## config.mk

```make
export PLATFORM = sky130hd
export DESIGN_NAME = branch_sequencer
export DESIGN_NICKNAME = d
export VERILOG_FILES = /design/src/rtl/branch_sequencer.sv
export SDC_FILE = /design/constraint.sdc
export NUM_CORES = 1
export LEC_CHECK = 0
export CAP_MARGIN = 10
export CORE_UTILIZATION = 40
export DETAILED_ROUTE_END_ITERATION = 10
export DONT_BUFFER_PORTS = 1
export GPL_TIMING_DRIVEN = 0
export PLACE_DENSITY = 0.62
export RECOVER_POWER = 100
export SYNTH_ARGS = -nofsm -noshare
export SYNTH_HDL_FRONTEND = slang
export SYNTH_SLANG_ARGS = --single-unit
```

## constraint.sdc

```tcl
create_clock -name clock -period 7.3 [get_ports clock]
set_clock_uncertainty 0.15 [all_clocks]
set_input_delay 1.46 -clock clock [delete_from_list [all_inputs] [get_ports clock]]
set_output_delay 1.46 -clock clock [all_outputs]
set_load 0.05 [all_outputs]
```

## src/rtl/branch_sequencer.sv

```systemverilog
// Branch sequencer: decodes B/BL/CBZ/CBNZ/B.cond and steps through the
// LINK/TEST/BRANCH cycles, emitting a 33-bit datapath control word per cycle.
module branch_sequencer #(
  parameter int unsigned DATA_W   = 64,
  parameter int unsigned LINK_REG = 30,
  parameter int unsigned COND_EN  = 1
) (
  input  logic              clock,
  input  logic              reset,
  input  logic              start,
  input  logic [31:0]       I,
  input  logic [4:0]        status,
  output logic [32:0]       cw,
  output logic [DATA_W-1:0] K,
  output logic              busy,
  output logic              done,
  output logic              err
);

  typedef enum logic [1:0] {
    S_IDLE   = 2'b00,
    S_LINK   = 2'b01,
    S_TEST   = 2'b10,
    S_BRANCH = 2'b11
  } state_t;

  typedef enum logic [2:0] {
    OP_B, OP_BL, OP_CBZ, OP_CBNZ, OP_BCOND, OP_NONE
  } op_t;

  state_t      state_q, state_d;
  logic [31:0] instr_q, instr_d;
  op_t         op_q;

  logic       alu_en, alu_bs, rf_b_en, rf_w, ram_en, ram_w, pc_en, pc_is, status_ld;
  logic [4:0] alu_fs, rf_sa, rf_sb, rf_da;
  logic [1:0] pc_fs;

  function automatic op_t decode(input logic [31:0] w);
    if (w[31:26] == 6'b000101) return OP_B;
    if (w[31:26] == 6'b100101) return OP_BL;
    if (w[31:24] == 8'b10110100) return OP_CBZ;
    if (w[31:24] == 8'b10110101) return OP_CBNZ;
    if (COND_EN != 0 && w[31:24] == 8'b01010100 && !w[4]) return OP_BCOND;
    return OP_NONE;
  endfunction

  // status = {live_zero, V, C, N, Z}; only the stored flags feed B.cond
  function automatic logic cond_true(input logic [3:0] c, input logic [4:0] s);
    logic v, cf, n, z;
    {v, cf, n, z} = s[3:0];
    unique case (c)
      4'h0: return z;
      4'h1: return ~z;
      4'h2: return cf;
      4'h3: return ~cf;
      4'h4: return n;
      4'h5: return ~n;
      4'h6: return v;
      4'h7: return ~v;
      4'h8: return cf & ~z;
      4'h9: return ~(cf & ~z);
      4'hA: return n == v;
      4'hB: return n != v;
      4'hC: return ~z & (n == v);
      4'hD: return ~(~z & (n == v));
      default: return 1'b1;
    endcase
  endfunction

  assign op_q = decode(instr_q);

  always_comb begin
    unique case (op_q)
      OP_B, OP_BL:                K = {{(DATA_W-26){instr_q[25]}}, instr_q[25:0]};
      OP_CBZ, OP_CBNZ, OP_BCOND:  K = {{(DATA_W-19){instr_q[23]}}, instr_q[23:5]};
      default:                    K = '0;
    endcase
  end

  always_comb begin
    state_d   = state_q;
    instr_d   = instr_q;
    alu_en    = 1'b0;
    alu_bs    = 1'b0;
    alu_fs    = 5'b11111;
    rf_b_en   = 1'b0;
    rf_sa     = 5'd31;
    rf_sb     = 5'd31;
    rf_da     = 5'd0;
    rf_w      = 1'b0;
    ram_en    = 1'b0;
    ram_w     = 1'b0;
    pc_en     = 1'b0;
    pc_fs     = 2'b00;
    pc_is     = 1'b0;
    status_ld = 1'b0;
    done      = 1'b0;
    err       = 1'b0;
    unique case (state_q)
      S_IDLE: begin
        if (start) begin
          instr_d = I;
          unique case (decode(I))
            OP_B:            state_d = S_BRANCH;
            OP_BL:           state_d = S_LINK;
            OP_CBZ, OP_CBNZ: state_d = S_TEST;
            OP_BCOND: begin
              // B.cond resolves in the start cycle from the stored flags
              if (cond_true(I[3:0], status)) begin
                state_d = S_BRANCH;
              end else begin
                done  = 1'b1;
                pc_fs = 2'b01;
              end
            end
            default: begin
              done = 1'b1;
              err  = 1'b1;
            end
          endcase
        end
      end
      S_LINK: begin
        pc_en   = 1'b1;
        rf_da   = 5'(LINK_REG);
        rf_w    = 1'b1;
        state_d = S_BRANCH;
      end
      S_TEST: begin
        alu_en  = 1'b1;
        alu_fs  = 5'b00100;
        rf_b_en = 1'b1;
        rf_sb   = instr_q[4:0];
        if ((op_q == OP_CBZ) ? status[4] : ~status[4]) begin
          state_d = S_BRANCH;
        end else begin
          done    = 1'b1;
          pc_fs   = 2'b01;
          state_d = S_IDLE;
        end
      end
      S_BRANCH: begin
        pc_fs   = 2'b11;
        pc_is   = 1'b1;
        done    = 1'b1;
        state_d = S_IDLE;
      end
    endcase
  end

  assign busy = (state_q != S_IDLE);
  assign cw   = {alu_en, alu_bs, alu_fs, rf_b_en, rf_sa, rf_sb, rf_da, rf_w,
                 ram_en, ram_w, pc_en, pc_fs, pc_is, status_ld, state_d};

  always_ff @(posedge clock) begin
    if (reset) begin
      state_q <= S_IDLE;
      instr_q <= '0;
    end else begin
      state_q <= state_d;
      instr_q <= instr_d;
    end
  end

endmodule

```

======== Yosys cells after proc, flatten, opt, wreduce, memory -nomap -nowiden ========
Index checks and enable logic that the tools add are counted.
word-level totals
  register bits ........................... 34
  bits of input ports ..................... 40
  output and inout bits ................... 100
  word-level logic and storage cells ...... 156
operators by class
  equality and inequality tests ........... 36
  mux-type cells .......................... 94
  bitwise operators ....................... 9
  reductions and logical operators ........ 15
operator list
  cell                                                             number
  64-bit one-hot mux with 2 select lines                           1
  3-bit two-way mux                                                24
  1-bit two-way mux                                                57
  8-bit == test, second input constant                             4
  4-bit == test, second input constant                             6
  4-bit by 3-bit == test with 1-bit output, second input constant  4
  8-bit by 7-bit == test with 1-bit output, second input constant  2
  2-bit one-hot mux with 4 select lines                            2
  5-bit two-way mux                                                3
  1-bit one-hot mux with 14 select lines                           1
  3-bit by 2-bit == test with 1-bit output, second input constant  4
  6-bit by 3-bit == test with 1-bit output, second input constant  2
  6-bit == test, second input constant                             2
  4-bit by 2-bit == test with 1-bit output, second input constant  2
  1-bit NOT                                                        7
  3-bit by 1-bit == test with 1-bit output, second input constant  2
  3-bit == test, second input constant                             2
  3-bit logical NOT                                                2
  2-bit two-way mux                                                3
  2-bit one-hot mux with 3 select lines                            1
  5-bit OR reduction                                               1
  2-bit == test, second input constant                             2
  4-bit by 1-bit == test with 1-bit output, second input constant  1
  4-bit logical NOT                                                1
  other kinds (14)                                                 18

======== Depth between registers and ports, before layout ========
Gate-level depths: netlist of run 1.
  depth in word-level cells ............... 37
  mapped depth ............................ 7
  mapped depth without buffers ............ 5

======== Least setup slack after synthesis of run 1 ========
No wires, ideal clock.
  kind .................................... in2out
  start ................................... in I[0]
  end ..................................... out cw[0]
  arrival ................................. 3.561 ns
  required time ........................... 5.690 ns
  path slack .............................. 2.129 ns
  stages on the path ...................... 5
  path through ............................ buf_4 -> or4_1 -> o211ai_2 -> o31ai_2 -> a211oi_1
between the ends
  word-level cells in the longest chain between the ends .. 9
  elaborated cells between the ends (all ways) .. 22
  classes of those cells .................. eq/ne: 13; mux: 8; reduce/logical: 1
ends and longest elaborated chain
  what                                        line  RTL
  start, declared                             11    input logic [31:0] I,
  4-bit == test (tied with other cells)       52    unique case (c)
  1-bit one-hot mux with 14 select lines (*)  52
  1-bit two-way mux (*)                       104   unique case (decode(I))
  1-bit two-way mux (*)                       102   if (start) begin
  1-bit two-way mux (*)                       100   unique case (state_q)
  2-bit two-way mux (*)                       110   if (cond_true(I[3:0], status)) begin
  2-bit one-hot mux with 4 select lines (*)   104
  2-bit two-way mux (*)                       102
  2-bit one-hot mux with 4 select lines (*)   100
  end, declared                               13    output logic [32:0] cw,
Every way passes the cells marked *; elsewhere a longest branch is shown, timed or not. The select of a mux whose other input is x is not followed.

======== Final worst setup path of run 1 ========
  start ................................... reg instr_q[27]
  end ..................................... out K[45]
between the ends
  word-level cells in the longest chain between the ends .. 15
  elaborated cells between the ends (all ways) .. 38
  classes of those cells .................. eq/ne: 9; mux: 25; reduce/logical: 4
ends and longest elaborated chain
  what                                                              line  RTL
  start, declared                                                   32    logic [31:0] instr_q, instr_d;
  start signal, assigned                                            162   instr_q <= instr_d;
  8-bit by 7-bit == test with 1-bit output                          44    if (COND_EN != 0 && w[31:24] == 8'b01010100 && !w[4]) return OP_BCOND;
  1-bit logical AND                                                 44
  1-bit two-way mux (2 in series)                                   44
  1-bit two-way mux                                                 43    if (w[31:24] == 8'b10110101) return OP_CBNZ;
  1-bit two-way mux                                                 42    if (w[31:24] == 8'b10110100) return OP_CBZ;
  1-bit two-way mux                                                 41    if (w[31:26] == 6'b100101) return OP_BL;
  3-bit two-way mux                                                 45    return OP_NONE;
  3-bit two-way mux                                                 44
  3-bit two-way mux                                                 43
  3-bit two-way mux                                                 42
  3-bit two-way mux (*)                                             41
  3-bit by 2-bit == test with 1-bit output (tied with other cells)  74    unique case (op_q)
  3-bit OR reduction / 2-bit OR reduction (equally long branches)   74
  64-bit one-hot mux with 2 select lines (*)                        74
  end, declared                                                     14    output logic [DATA_W-1:0] K,
Marked as above.

==> flow_summary.toml, run 1 <==
[worst_setup_path]
worstPathArrival_ns = 3.91
critPathKind = "reg2out"
cpPeakStageDelay_ns = 0.95
cp_data_required_time_ns = 5.69
slowest_stage = "clkbuf_1"
worst-path-max-fanout = 22
endpoint_kind = "output port"
critPathLaunchType = "flop"
worstReg2RegStart = "state_q[0]$_SDFF_PP0_"
path_cells = "nand3b_1, nor3_1, clkbuf_1, nand2_1, nand2_1, clkbuf_1, clkbuf_1"
path_buf_inv = 3
cp_common_cell = "clkbuf_1"
cp-startpoint = "instr_q[27]$_SDFFE_PP0P_"
path_delay_family = "buffers and inverters"

[route]
drc = 0
drt_first_pass_iters = 4
wl_um = 6290
ant_nets = 0
drt-initial-drc-count = 110
wire_per_inst_um = 14.9
vias = 2162
via_per_inst = 5.11

[yosys]
synth_area_um2 = 2430
synthFlopType = "dfxtp_1"
avgSynthCellArea_um2 = 7.35
ys_warn_count = 0
ys_seq_area_share_pct = 28.1
ys_ff_latch = 34
yosys.area.top_type = "dfxtp_1"
synth_edf_count = 0
synth_cells = 330
ys_types = 47
yosysTopAreaCellShare_pct = 28.1
synthArstFlopShare_pct = 0
synth.area.top_cells = "dfxtp_1 (28%), buf_4 (19%), nand2_1 (13%)"

[floorplanning]
start_util_pct = 41.2
die_h_um = 79.9
die_w_um = 79.9
dieArea_um2 = 6380
ios = 140
core_um2 = 5890
num_rows = 28

[clock_tree]
h-tree-depth = 2
cts_buffers = 5
cts_root_buf = "clkbuf_8"
clock_sinks = 34
cts_buffer_depth = 2
clk_pin_slew_ns = 0.07
cts_setup_buffers = 0
cts_tree = "yes"
cts-resized-gates = 0
cts_hold_buf = 0
clk_latency_ns = 0.29

[finish]
drive_above_1_share_pct = 7.47
final_nets = 387
num_antenna_cells = 0
fin_util_pct = 41.2
instances_no_fill = 423
final_cell_mix = "nand2_1 (85), clkbuf_1 (69), dfxtp_1 (34), a21oi_1 (33), a22o_1 (18)"
syn2layout_area_growth_pct = 0.0516
fin_area_um2 = 2430
final_common_cell = "nand2_1"

[global_route]
grt_util_all_layers_pct = 18.5
grt_pass1_wl_um = 9120
grt_max_degree = 23
antenna_found_initial = 0
grt_pass1_vias = 1777
overflow = 0

[sta]
setup_violations = 0
min_period_ns = 5.52
slew_violations = 2
hold_viol = 0
max_freq_mhz = 181
slew-limit-headroom_pct = -8.64
timing.final.crit_share_pct = 75.6
timing.hold.ws_ns = 0.303
rsz0062_at_grt = "no"
final.setup.tns_ns = 0
worst_slew_pin_slew_ns = 1.62

[run_status]
status = "finished with violations"
violations = "capacitance limit, slew limit"

[pwr]
irDropWorstVdd_mv = 0.0886
total_leakage_power_uw = 0.000947
powerDensity_nw_per_um2 = 177

[worst_hold_path]
min_from = "instr_q[27]$_SDFFE_PP0P_"
hp-class = "reg2reg"

[run]
max_cap_violations = 2

[place]
placed_area_um2 = 2590
io_buffers = 0
dp_hpwl_um = 4710
globalplace.congestion = 0.825
placed_cells = 415
-- cell type report --
class / count / area [µm²]
Inverter: 4 / 15.0
Sequential cell: 34 / 681
Clock inverter: 1 / 5.00
Clock buffer: 7 / 86.3
Fill cell: 692 / 3460
Tap cell: 75 / 93.8
Timing Repair Buffer: 1 / 3.75
Multi-Input combinational cell: 220 / 1190
Buffer: 81 / 352
-- kinds of logic after synthesis --
group / count (synthesis) / share of synthesized area [%]
AO/OA/AOI/OAI: 73 / 20.6
flip-flops: 34 / 28.1
multiplexers: 2 / 0.825
other: 2 / 0.310
AND/OR/NAND/NOR: 130 / 25.6
buffers and inverters: 85 / 23.1
XOR/XNOR: 4 / 1.44
-- cells in the mapped netlist, drive strengths merged, types with 3 or more instances --
cell type / count
nand2: 85
buf: 67
dfxtp: 34
a21oi: 33
a22o: 18
clkbuf: 14
nor2: 9
nand2b: 7
nor2b: 6
and2: 5
nor3: 5
a211oi: 4
inv: 4
nand3b: 4
xnor2: 3
-- power breakdown --
part	internal, µW	switching, µW	leakage (µW)
Combinational	22.8	56.5	0.000619
Clock	76.1	70.2	0.0000482
Sequential	196	9.11	0.000280
Total	295	136	0.000947
-- per-stage QoR --
| stage | setup slack [ns] | total power [µW] |
|---|---|---|
| global placement | 2.01 | 290 |
| global route | 1.35 | 452 |
| detailed placement | 2.44 | 292 |
| floorplan | 2.13 | 279 |
| finish | 1.78 | 431 |
| CTS | 2.44 | 437 |
-- state kept, by name (all words and copies together) (netlist names) --
register,count
instr_q,32
state_q,2
-- metal layers --
metal	part of all wire (%)	vias up	GRT usage, %
met5	0	-	0
met1	42	995	23.1
met2	46	96	28.6
li1	-	1064	-
met3	11	7	8.11
met4	0.95	0	5.54
-- path summary, 6_finish.rpt --
check / to / slack [ns] / cells past startpoint
max: K[45] / 1.78 / 7
min: instr_q[27]$_SDFFE_PP0P_ / 0.30 / 2
max reg2reg: instr_q[17]$_SDFFE_PP0P_ / 5.47 / 6
min reg2reg: instr_q[27]$_SDFFE_PP0P_ / 0.30 / 2
-- worst min-delay path: cells and delay by family (launching register included) --
kind            cells  cell delay [ns]
compound gates      1             0.05
flops               1             0.30
simple gates        1             0.05
(Power assumes the default switching activity.)
==> run 2: changes to the inputs <==
==> constraint.sdc (replaced) <==
create_clock -name clock -period 5.6 [get_ports clock]
set_clock_uncertainty 0.15 [all_clocks]
set_input_delay 1.12 -clock clock [delete_from_list [all_inputs] [get_ports clock]]
set_output_delay 1.12 -clock clock [all_outputs]
set_load 0.05 [all_outputs]
==> flow_summary.toml, run 2 (synthesis results as in run 1) <==
[run_status]
status = "finished with violations"
violations = "capacitance limit, slew limit"

[clock_tree]
cts_setup_buffers = 0
cts-resized-gates = 0
cts_tree = "yes"
clk_pin_slew_ns = 0.07
cts_hold_buf = 0
cts_buffers = 5
clock_sinks = 34
cts_buffer_depth = 2
h-tree-depth = 2
clk_latency_ns = 0.29
cts_root_buf = "clkbuf_8"

[finish]
final_cell_mix = "nand2_1 (85), clkbuf_1 (68), dfxtp_1 (34), a21oi_1 (33), a22o_1 (18)"
fin_util_pct = 41.6
num_antenna_cells = 0
final_common_cell = "nand2_1"
drive_above_1_share_pct = 7.76
largest_reg_flops = 32
final_nets = 387
largest_registers = "instr_q x32, state_q x2"
instances_no_fill = 423
num-fill-cells = 688
top_register = "instr_q"
syn2layout_area_growth_pct = 1.03

[place]
globalplace.congestion = 0.825
dp_hpwl_um = 4710
io_buffers = 0
placed_cells = 415

[pwr]
irDropWorstVdd_mv = 0.115
powerDensity_nw_per_um2 = 229
total_leakage_power_uw = 0.000957

[worst_setup_path]
critPathLaunchType = "primary input"
worst-path-max-fanout = 9
critPathKind = "in2out"
cp-startpoint = "I[0]"
worstReg2RegStart = "state_q[0]$_SDFF_PP0_"
cpPeakStageDelay_ns = 1.31
rrSetupSlack_ns = 3.77
path_cells = "buf_4, or4_1, o211ai_2, nor3_1, o31ai_1"
cp_data_required_time_ns = 4.33
cp-endpoint = "cw[1]"
r2r_end = "instr_q[17]$_SDFFE_PP0P_"
slowest_stage = "o31ai_1"
worstPathArrival_ns = 3.35
endpoint_kind = "output port"
rr_worst_depth = 6

[global_route]
overflow = 0
grt_util_all_layers_pct = 18.5
grt_max_degree = 23
grt_pass1_vias = 1777
antenna_found_initial = 0
grt_pass1_wl_um = 9120

[route]
via_per_inst = 5.13
wire_per_inst_um = 14.8
wl_um = 6280
drc = 0
vias = 2169
drt_first_pass_iters = 4
ant_nets = 0
drt-initial-drc-count = 110

[floorplanning]
core_um2 = 5890
die_h_um = 79.9
start_util_pct = 41.2
num_rows = 28
die_w_um = 79.9
ios = 140
dieArea_um2 = 6380

[worst_hold_path]
hp-class = "reg2reg"

[sta]
slew_violations = 2
max_freq_mhz = 216
setup_violations = 0
worst_slew_pin_slew_ns = 1.62
hold_viol = 0
rsz0062_at_grt = "no"
final.setup.tns_ns = 0
slew-limit-headroom_pct = -8.64
timing.final.crit_share_pct = 82.6
min_period_ns = 4.62

[run]
max_cap_violations = 2
==> run 2: changes by cell type in the layout (fill, tap and decap cells not counted) <==
cell and change:
clkbuf_1 -1, buf_16 +1
==> run 2: worst max-delay path, delay by kind of cell <==
family                 cells  cell delay [ns]
buffers and inverters      1             0.15
AO/OA/AOI/OAI              2             1.40
AND/OR/NAND/NOR            2             0.68
==> run 2: report_power, final <==
| group | leakage [µW] | internal (µW) | switching [µW] | total, µW |
|---|---|---|---|---|
| registers | 0.000280 | 255 | 11.9 | 267 |
| logic | 0.000629 | 29.8 | 73.7 | 104 |
| clock network | 0.0000482 | 99.3 | 91.4 | 191 |
==> run 2: worst min path at each step <==
stage | startpoint | endpoint | cells past startpoint
6_report | instr_q[27]$_SDFFE_PP0P_ | instr_q[27]$_SDFFE_PP0P_ | 2
2_1_floorplan | instr_q[27]$_SDFFE_PP0P_ | instr_q[27]$_SDFFE_PP0P_ | 2
5_1_grt | instr_q[27]$_SDFFE_PP0P_ | instr_q[27]$_SDFFE_PP0P_ | 2
3_5_place_dp | instr_q[27]$_SDFFE_PP0P_ | instr_q[27]$_SDFFE_PP0P_ | 2
3_3_place_gp | instr_q[27]$_SDFFE_PP0P_ | instr_q[27]$_SDFFE_PP0P_ | 2
4_1_cts | instr_q[27]$_SDFFE_PP0P_ | instr_q[27]$_SDFFE_PP0P_ | 2
==> run 2: metal layers <==
layer,global-route usage (%),up-vias,part of all wire [%]
met5,0,-,0
met4,5.54,0,0.97
met2,28.6,98,46
met3,8.11,9,11
met1,23.1,998,42
li1,-,1064,-
==> run 2: final cells by class <==
class | count | area [µm²] | area share [%]
Sequential cell | 34 | 681 | 27.8
Multi-Input combinational cell | 220 | 1190 | 48.6
Tap cell | 75 | 93.8 | 3.83
Inverter | 4 | 15.0 | 0.613
Clock inverter | 1 | 5.00 | 0.204
Timing Repair Buffer | 1 | 27.5 | 1.12
Buffer | 81 | 352 | 14.3
Clock buffer | 7 | 86.3 | 3.52
==> run 2: metrics by stage <==
| step | power, µW | setup WS (ns) | hold slack [ns] | cell area (µm²) |
|---|---|---|---|---|
| final | 562 | 0.976 | 0.303 | 2450 |
| after global routing | 590 | 0.800 | 0.326 | 2450 |
| after CTS | 570 | 1.42 | 0.315 | 2680 |
| after detailed placement | 381 | 1.42 | 0.306 | 2590 |
| after global placement | 378 | 0.985 | 0.297 | 2550 |
| after floorplan | 363 | 1.11 | 0.287 | 2460 |
==> run 3: changes to the inputs <==
==> constraint.sdc (replaced) <==
create_clock -name clock -period 4.85 [get_ports clock]
set_clock_uncertainty 0.15 [all_clocks]
set_input_delay 0.97 -clock clock [delete_from_list [all_inputs] [get_ports clock]]
set_output_delay 0.97 -clock clock [all_outputs]
set_load 0.05 [all_outputs]
==> flow_summary.toml, run 3 (synthesis results as in run 1) <==
[run_status]
status = "complete, no violations"

[sta]
min_period_ns = 4.12
rsz0062_at_grt = "no"
max_freq_mhz = 243
slew_violations = 0
timing.final.crit_share_pct = 84.9
slew-limit-headroom_pct = 33.3
worst_slew_pin_slew_ns = 0.994
setup_slack_ns = 0.730
final.setup.tns_ns = 0
hold_viol = 0
setup_violations = 0

[place]
dp_hpwl_um = 4710
pre_cts_ws_ns = 0.968
globalplace.congestion = 0.825
placed_cells = 415
io_buffers = 0

[finish]
final_common_cell = "nand2_1"
instances_no_fill = 423
drive_above_1_share_pct = 14.4
num_antenna_cells = 0
largest_registers = "instr_q x32, state_q x2"
multi_input_area_um2 = 1200
syn2layout_area_growth_pct = 4.69
fin_util_pct = 43.2
final_cell_mix = "nand2_1 (85), clkbuf_1 (47), dfxtp_1 (34), buf_4 (33), a21oi_1 (33)"
largest_reg_flops = 32
num-fill-cells = 665
ff_latch_area_um2 = 681
final_nets = 387
top_register = "instr_q"

[route]
wl_um = 6220
drc = 0
drt_first_pass_iters = 4
ant_nets = 0
vias = 2157
via_per_inst = 5.10
wire_per_inst_um = 14.7
drt-initial-drc-count = 107

[worst_hold_path]
holdPathStages = 2
hp-class = "reg2reg"
min_from = "instr_q[27]$_SDFFE_PP0P_"
holdPathEnd = "instr_q[27]$_SDFFE_PP0P_"

[clock_tree]
clk_latency_ns = 0.29
cts_setup_buffers = 0
cts_tree = "yes"
clk_pin_slew_ns = 0.06
cts_buffers = 5
cts_hold_buf = 0
cts_root_buf = "clkbuf_8"
h-tree-depth = 2
cts_buffer_depth = 2
clock_sinks = 34
cts-resized-gates = 0

[floorplanning]
die_w_um = 79.9
core_um2 = 5890
start_util_pct = 41.2
die_h_um = 79.9
ios = 140
num_rows = 28
dieArea_um2 = 6380

[worst_setup_path]
rrSetupSlack_ns = 3.02
worst-path-max-fanout = 18
critPathLaunchType = "flop"
critPathKind = "reg2out"
rr_worst_depth = 6
worstPathArrival_ns = 3.00
cp_data_required_time_ns = 3.73
worstReg2RegStart = "state_q[0]$_SDFF_PP0_"
endpoint_kind = "output port"
r2r_end = "instr_q[17]$_SDFFE_PP0P_"

[pwr]
powerDensity_nw_per_um2 = 255
irDropWorstVdd_mv = 0.133
total_leakage_power_uw = 0.00105

[global_route]
antenna_found_initial = 0
overflow = 0
grt_max_degree = 23
grt_util_all_layers_pct = 18.5
grt_pass1_wl_um = 9120
grt_pass1_vias = 1777

[run]
max_cap_violations = 0
-- run 3: worst max-delay path, stage by stage (launching register included) --
cell and delay, ns:
dfxtp_1 0.30, nand3b_1 0.24, nor3_1 0.66, clkbuf_1 0.45, nand2_1 0.10, nand2_1 0.44
clkbuf_1 0.53
-- run 3: layout make-up --
| class | count | area share [%] |
|---|---|---|
| Clock inverter | 1 | 0.197 |
| Buffer | 81 | 16.9 |
| Clock buffer | 7 | 3.40 |
| Inverter | 4 | 0.591 |
| Multi-Input combinational cell | 220 | 47.3 |
| Timing Repair Buffer | 1 | 1.08 |
| Tap cell | 75 | 3.69 |
| Sequential cell | 34 | 26.8 |
-- run 3: per-stage QoR --
step / hold slack, ns / area [µm²] / power [µW]
3_5_place_dp: 0.306 / 2590 / 440
2_1_floorplan: 0.287 / 2460 / 420
4_1_cts: 0.315 / 2680 / 658
5_1_grt: 0.326 / 2540 / 682
3_3_place_gp: 0.297 / 2550 / 437
6_report: 0.304 / 2540 / 647
-- run 3: worst max-delay path by stage --
| stage | start | endpoint | slack [ns] | cells after the start |
|---|---|---|---|---|
| after floorplan | I[0] | cw[0] | 0.66 | 5 |
| after global placement | I[0] | cw[1] | 0.54 | 5 |
| after detailed placement | I[0] | cw[1] | 0.97 | 5 |
| after CTS | I[0] | cw[1] | 0.97 | 5 |
| after global routing | instr_q[27]$_SDFFE_PP0P_ | K[56] | 0.43 | 6 |
| final | instr_q[27]$_SDFFE_PP0P_ | K[49] | 0.73 | 6 |
-- run 3: layer usage --
metal | GRT usage (%) | share of wire [%]
met5 | 0 | 0
met4 | 5.54 | 0.92
met3 | 8.11 | 10
met2 | 28.6 | 47
met1 | 23.1 | 42
-- run 3: report_power, final --
part           total [µW]  switching, µW  internal [µW]
Sequential            309           13.6            295
Combinational         121           85.4           35.1
Clock                 218            103            115
Total                 647            202            445
